--- config.mk ---
export PLATFORM = sky130hd
export DESIGN_NAME = mem_ctrl
export DESIGN_NICKNAME = d
export VERILOG_FILES = /design/src/rtl/mem_ctrl.sv
export SDC_FILE = /design/constraint.sdc
export NUM_CORES = 1
export LEC_CHECK = 0
export BUFFER_PORTS_ARGS = -buffer_cell sky130_fd_sc_hd__buf_2
export CELL_PAD_IN_SITES_DETAIL_PLACEMENT = 0
export CELL_PAD_IN_SITES_GLOBAL_PLACEMENT = 1
export CORE_MARGIN = 10
export CORE_UTILIZATION = 38
export DETAILED_ROUTE_END_ITERATION = 10
export HOLD_SLACK_MARGIN = 0.15
export PLACE_DENSITY = 0.77
export REMOVE_ABC_BUFFERS = 1
export SYNTH_ARGS = -nofsm -noshare
export SYNTH_HDL_FRONTEND = slang
export SYNTH_SLANG_ARGS = --single-unit
--- constraint.sdc ---
create_clock -name clk -period 2.2 [get_ports clk]
set_input_delay 0.22 -clock clk [delete_from_list [all_inputs] [get_ports clk]]
set_output_delay 0.22 -clock clk [all_outputs]
set_load 0.005 [all_outputs]
--- src/rtl/mem_ctrl.sv ---
// mem_ctrl: byte-wide system bus initiator for fetch and load/store ports.
// Splits word/half/byte requests into pipelined single-byte transactions.
module mem_ctrl #(
  parameter int ADDR_WIDTH = 32
) (
  input  logic                  clk,
  input  logic                  rst_n,
  input  logic                  rdy,
  input  logic                  if_req,
  input  logic [ADDR_WIDTH-1:0] if_addr,
  input  logic                  if_abort,
  output logic                  if_done,
  output logic [31:0]           if_data,
  input  logic                  ls_req,
  input  logic                  ls_wr,
  input  logic [1:0]            ls_size,
  input  logic [ADDR_WIDTH-1:0] ls_addr,
  input  logic [31:0]           ls_wdata,
  output logic                  ls_done,
  output logic [31:0]           ls_rdata,
  input  logic [7:0]            mem_din,
  output logic [7:0]            mem_dout,
  output logic [ADDR_WIDTH-1:0] mem_a,
  output logic                  mem_wr
);

  localparam logic [1:0] IDLE  = 2'd0;
  localparam logic [1:0] READ  = 2'd1;
  localparam logic [1:0] WRITE = 2'd2;

  logic [1:0]            state_q;
  logic                  fetch_q;
  logic [ADDR_WIDTH-1:0] base_q;
  logic [1:0]            last_q;
  logic [2:0]            iss_q;
  logic [1:0]            cap_q;
  logic                  pend_q;
  logic [31:0]           buf_q;
  logic [23:0]           wdata_q;
  logic                  wr_q;
  logic [31:0]           rd_merged;

  assign mem_wr = wr_q & rdy;

  always_comb begin
    rd_merged = buf_q;
    rd_merged[{cap_q, 3'b000} +: 8] = mem_din;
  end

  always_ff @(posedge clk or negedge rst_n) begin
    if (!rst_n) begin
      state_q  <= IDLE;
      fetch_q  <= 1'b0;
      base_q   <= '0;
      last_q   <= 2'd0;
      iss_q    <= 3'd0;
      cap_q    <= 2'd0;
      pend_q   <= 1'b0;
      buf_q    <= 32'd0;
      wdata_q  <= 24'd0;
      wr_q     <= 1'b0;
      mem_a    <= '0;
      mem_dout <= 8'd0;
      if_done  <= 1'b0;
      if_data  <= 32'd0;
      ls_done  <= 1'b0;
      ls_rdata <= 32'd0;
    end else begin
      if_done <= 1'b0;
      ls_done <= 1'b0;
      unique case (state_q)
        IDLE: begin
          if (rdy && !if_done && !ls_done) begin
            if (ls_req) begin
              fetch_q <= 1'b0;
              base_q  <= ls_addr;
              mem_a   <= ls_addr;
              last_q  <= ls_size[1] ? 2'd3 : {1'b0, ls_size[0]};
              iss_q   <= 3'd0;
              cap_q   <= 2'd0;
              pend_q  <= 1'b0;
              buf_q   <= 32'd0;
              if (ls_wr) begin
                state_q  <= WRITE;
                wr_q     <= 1'b1;
                mem_dout <= ls_wdata[7:0];
                wdata_q  <= ls_wdata[31:8];
              end else begin
                state_q <= READ;
              end
            end else if (if_req) begin
              fetch_q <= 1'b1;
              base_q  <= if_addr;
              mem_a   <= if_addr;
              last_q  <= 2'd3;
              iss_q   <= 3'd0;
              cap_q   <= 2'd0;
              pend_q  <= 1'b0;
              buf_q   <= 32'd0;
              state_q <= READ;
            end
          end
        end
        READ: begin
          if (!rdy) begin
            // In-flight byte is lost; replay from the oldest uncaptured one.
            iss_q  <= {1'b0, cap_q};
            pend_q <= 1'b0;
            mem_a  <= base_q + ADDR_WIDTH'(cap_q);
          end else if (fetch_q && if_abort) begin
            state_q <= IDLE;
            pend_q  <= 1'b0;
          end else begin
            if (pend_q) begin
              buf_q <= rd_merged;
              cap_q <= cap_q + 2'd1;
              if (cap_q == last_q) begin
                state_q <= IDLE;
                if (fetch_q) begin
                  if_done <= 1'b1;
                  if_data <= rd_merged;
                end else begin
                  ls_done  <= 1'b1;
                  ls_rdata <= rd_merged;
                end
              end
            end
            if (iss_q <= {1'b0, last_q}) begin
              pend_q <= 1'b1;
              iss_q  <= iss_q + 3'd1;
              if (iss_q < {1'b0, last_q})
                mem_a <= base_q + ADDR_WIDTH'(iss_q + 3'd1);
            end else begin
              pend_q <= 1'b0;
            end
          end
        end
        WRITE: begin
          if (rdy) begin
            if (iss_q[1:0] == last_q) begin
              state_q  <= IDLE;
              wr_q     <= 1'b0;
              mem_dout <= 8'd0;
              ls_done  <= 1'b1;
            end else begin
              iss_q    <= iss_q + 3'd1;
              mem_a    <= base_q + ADDR_WIDTH'(iss_q + 3'd1);
              mem_dout <= wdata_q[7:0];
              wdata_q  <= {8'd0, wdata_q[23:8]};
            end
          end
        end
        default: begin
          state_q <= IDLE;
          wr_q    <= 1'b0;
        end
      endcase
    end
  end

endmodule

==> impl_metrics.env <==
export IMPL_start_kind="flip-flop"
export IMPL_power_frac_comb_pct=47.8
export IMPL_violations="setup timing"
export IMPL_pwr_share_clk_pct=22.7
export IMPL_postRouteAntennaNets=0
export IMPL_place_area_mm2=0.0129
export IMPL_via_per_inst=5.20
export IMPL_num_io_pins=220
export IMPL_cts_tree="yes"
export IMPL_seqPwrFrac_pct=29.5
export IMPL_p_switching_mw=7.86
export IMPL_finalCritPeriodShare_pct=104
export IMPL_first_global_vias=10544
export IMPL_worstPathRequired_ns=2.60
export IMPL_synthFlopType="dfrtp_1"
export IMPL_gp_congestion=0.855
export IMPL_clk_latency_ns=0.53
export IMPL_path_clk_slew_ns=0.07
export IMPL_wl_um=35000
export IMPL_antenna_found_initial=3
export IMPL_clk_path_buf_depth=3
export IMPL_intPower_mw=12.4
export IMPL_end_kind="flip-flop"
export IMPL_grt_pass1_wl_um=56900
export IMPL_syn_to_final_growth_pct=45.9
export IMPL_h_tree_depth=1
export IMPL_cts_root_buf="clkbuf_16"
export IMPL_yosysTopAreaCell="dfrtp_1"
export IMPL_synth_area_leaders="dfrtp_1 48%, o21ai_0 6.9%, nand2_1 6.4%, a21oi_1 6.3%, mux2i_1 4.9%"
export IMPL_fin_area_mm2=0.0156
export IMPL_synth_edf_count=0
export IMPL_swShare_pct=38.7
export IMPL_vias=10300
export IMPL_fp_row_count=61
export IMPL_drc=0
export IMPL_fin_crit_ns=2.28
export IMPL_fill_cells=2549
export IMPL_ys_warn_count=0
export IMPL_final_common_cell="buf_2"
export IMPL_dr_pass1_iters=5
export IMPL_relSlewSlack_pct=55.1
export IMPL_synthDominantCellAreaShare_pct=48.3
export IMPL_ys_async_sr_fraction_pct=100
export IMPL_die_area_mm2=0.0352
export IMPL_skew_ns=0.0167
export IMPL_fin_nets=1718
export IMPL_drv_slew=0
export IMPL_crit_path_max_fanout=3
export IMPL_coreArea_mm2=0.0278
export IMPL_cts_sinks=206
export IMPL_hpwl_um=24000
export IMPL_fp_dieH_um=188
export IMPL_wl_per_cell_um=17.7
export IMPL_grt_start_max_net_pins=69
export IMPL_grt_total_usage_pct=19.2
export IMPL_numPortBuffers=219
export IMPL_netlist_area_mm2=0.0107
export IMPL_gr_total_overflow=0
export IMPL_layout_setup_ws_ns=-0.0789
export IMPL_rsz0062_at_grt="yes"
export IMPL_crit_type="flip-flop to flip-flop"
export IMPL_fmax_mhz=439
export IMPL_synth_seq_cells=206
export IMPL_syn_inst=1174
export IMPL_yosysSeqAreaShare_pct=48.3
export IMPL_hold_violations=0
export IMPL_worst_pin_slew_ns=0.670
export IMPL_cp_arrival_ns=2.68
export IMPL_die_x_um=188
export IMPL_status="complete, but fails checks"
export IMPL_post_place_ws_ns=-0.187
export IMPL_cts_made_buffers=24
export IMPL_maxCapViolCount=0
export IMPL_hold_class="input port to asynchronous set/reset pin"
export IMPL_final_cell_mix="218 x buf_2, 203 x dfrtp_1, 179 x nand2_1, 142 x o21ai_0, 131 x a21oi_1"
export IMPL_start_util_pct=38.5
export IMPL_setup_viol=6
export IMPL_p_leak_nw=7.22
export IMPL_power_density_mw_per_mm2=1300
export IMPL_drive_above_1_share_pct=30.2
export IMPL_syn_area_per_cell_um2=9.10
export IMPL_drt_iter0_markers=565
export IMPL_ir_worst_vdd_mv=0.833
export IMPL_ys_types=71
-- power groups by stage --
| stage | sequential, mW | combinational, mW | clock (mW) |
|---|---|---|---|
| final | 5.99 | 9.71 | 4.61 |
| after global routing | 6.14 | 10.7 | 4.86 |
| after CTS | 5.96 | 9.24 | 4.69 |
| after detailed placement | 5.99 | 8.46 | 0 |
| after global placement | 5.98 | 8.32 | 0 |
| after floorplan | 5.92 | 4.41 | 0 |
-- state kept, by name, indices dropped and copies added, names as in the netlist, 2 cells and up --
name,cells
state_q,2
mem_a,32
if_data,32
iss_q,3
mem_dout,8
ls_rdata,32
base_q,32
buf_q,32
wdata_q,24
last_q,2
cap_q,2
-- stage by stage --
step	cells	power [mW]	TNS [ns]	hold slack (ns)	util, %
after floorplan	1088	10.3	-114.22	-0.0756	-
final	1982	20.3	-0.229	0.168	56.1
after detailed placement	1804	14.4	-1.85	0.165	46.5
after global routing	1982	21.7	-1.78	0.192	56.1
after CTS	1972	19.9	-0.0886	0.158	54.7
after global placement	1804	14.3	-0.665	0.169	46.5
-- area by class of cell --
class | count | area (µm²) | share of cell area [%]
clock inverters | 13 | 241 | 1.55
repair buffers | 471 | 3490 | 22.4
inverters | 19 | 75.1 | 0.482
clock buffers | 30 | 673 | 4.32
well taps | 378 | 473 | 3.04
multi-input cells | 863 | 5470 | 35.1
diodes | 2 | 5.00 | 0.0321
flip-flops and latches | 206 | 5160 | 33.1
-- critical path: stages (launching register included) --
cell     delay (ns)
dfrtp_1        0.39
inv_2          0.09
ha_4           0.13
inv_2          0.03
fa_2           0.39
a21oi_2        0.18
nor2_2         0.09
buf_6          0.12
a22o_4         0.24
a31oi_2        0.14
a31oi_1        0.06
a221o_1        0.30
-- Yosys cell counts, types with 3 or more instances --
cell type and number:
clkbuf_1 54, nand2b_1 4, nor2_1 67, o211ai_1 9, buf_4 4, o22ai_1 6, inv_1 18, and2_1 10
ha_1 18, a21o_1 6, a22o_1 19, o21ai_0 147, nor4_1 3, or3_1 4, o221ai_1 3, a211oi_1 3
a21oi_1 135, dfrtp_1 206, mux2i_1 52, a32o_1 3, nor2b_1 49, nand2_1 181, nor3_1 14, and3_1 4
mux2_2 5, nand4_1 8, buf_1 6, a31oi_1 20, o31ai_1 3, buf_2 21, o311ai_0 5, o41ai_1 3
xnor2_1 6, xor2_1 10, nand3_1 18
-- cell families (layout without fill, tap and decap cells) --
kind of cell	count (synthesis)	after routing	share of synthesized area [%]
AO/OA/AOI/OAI	388	388	21.4
XOR/XNOR	16	16	1.31
adder cells (fa/ha/maj)	20	20	2.48
buffers and inverters	105	533	4.09
flip-flops	206	206	48.3
multiplexers	57	57	5.40
other	0	2	0
AND/OR/NAND/NOR	382	382	17.1
-- timing repair --
item,4_1_cts,5_1_grt
endpoints found under the setup margin,38,85
gates cloned,2,1
endpoints found under the hold margin,327,0
pin swaps,11,23
gates resized for setup,30,64
hold buffers,115,0
setup buffers,8,9
-- routing by layer --
| metal | vias to the layer above | GRT usage (%) | wire length [µm] |
|---|---|---|---|
| met5 | - | 0 | 0 |
| met4 | 0 | 4.40 | 582 |
| met3 | 48 | 4.01 | 2090 |
| met2 | 312 | 32.0 | 16800 |
| met1 | 4953 | 25.1 | 15600 |
| li1 | 4987 | - | - |
-- path summary, 6_finish.rpt --
kind,end,startpoint,cells past startpoint,slack (ns)
max in group asynchronous,base_q[6]$_DFFE_PN0P_,rst_n,3,1.24
min in group clk,mem_a[24]$_DFFE_PN0P_,ls_addr[24],4,0.17
worst max-delay path,mem_a[24]$_DFFE_PN0P_,base_q[0]$_DFFE_PN0P_,11,-0.08
worst min register to register,if_data[12]$_DFFE_PN0P_,if_data[12]$_DFFE_PN0P_,2,0.47
worst min-delay path,if_data[14]$_DFFE_PN0P_,rst_n,2,0.17
worst max register to register,mem_a[24]$_DFFE_PN0P_,base_q[0]$_DFFE_PN0P_,11,-0.08
Note: power is estimated with default switching activity, not from simulation.
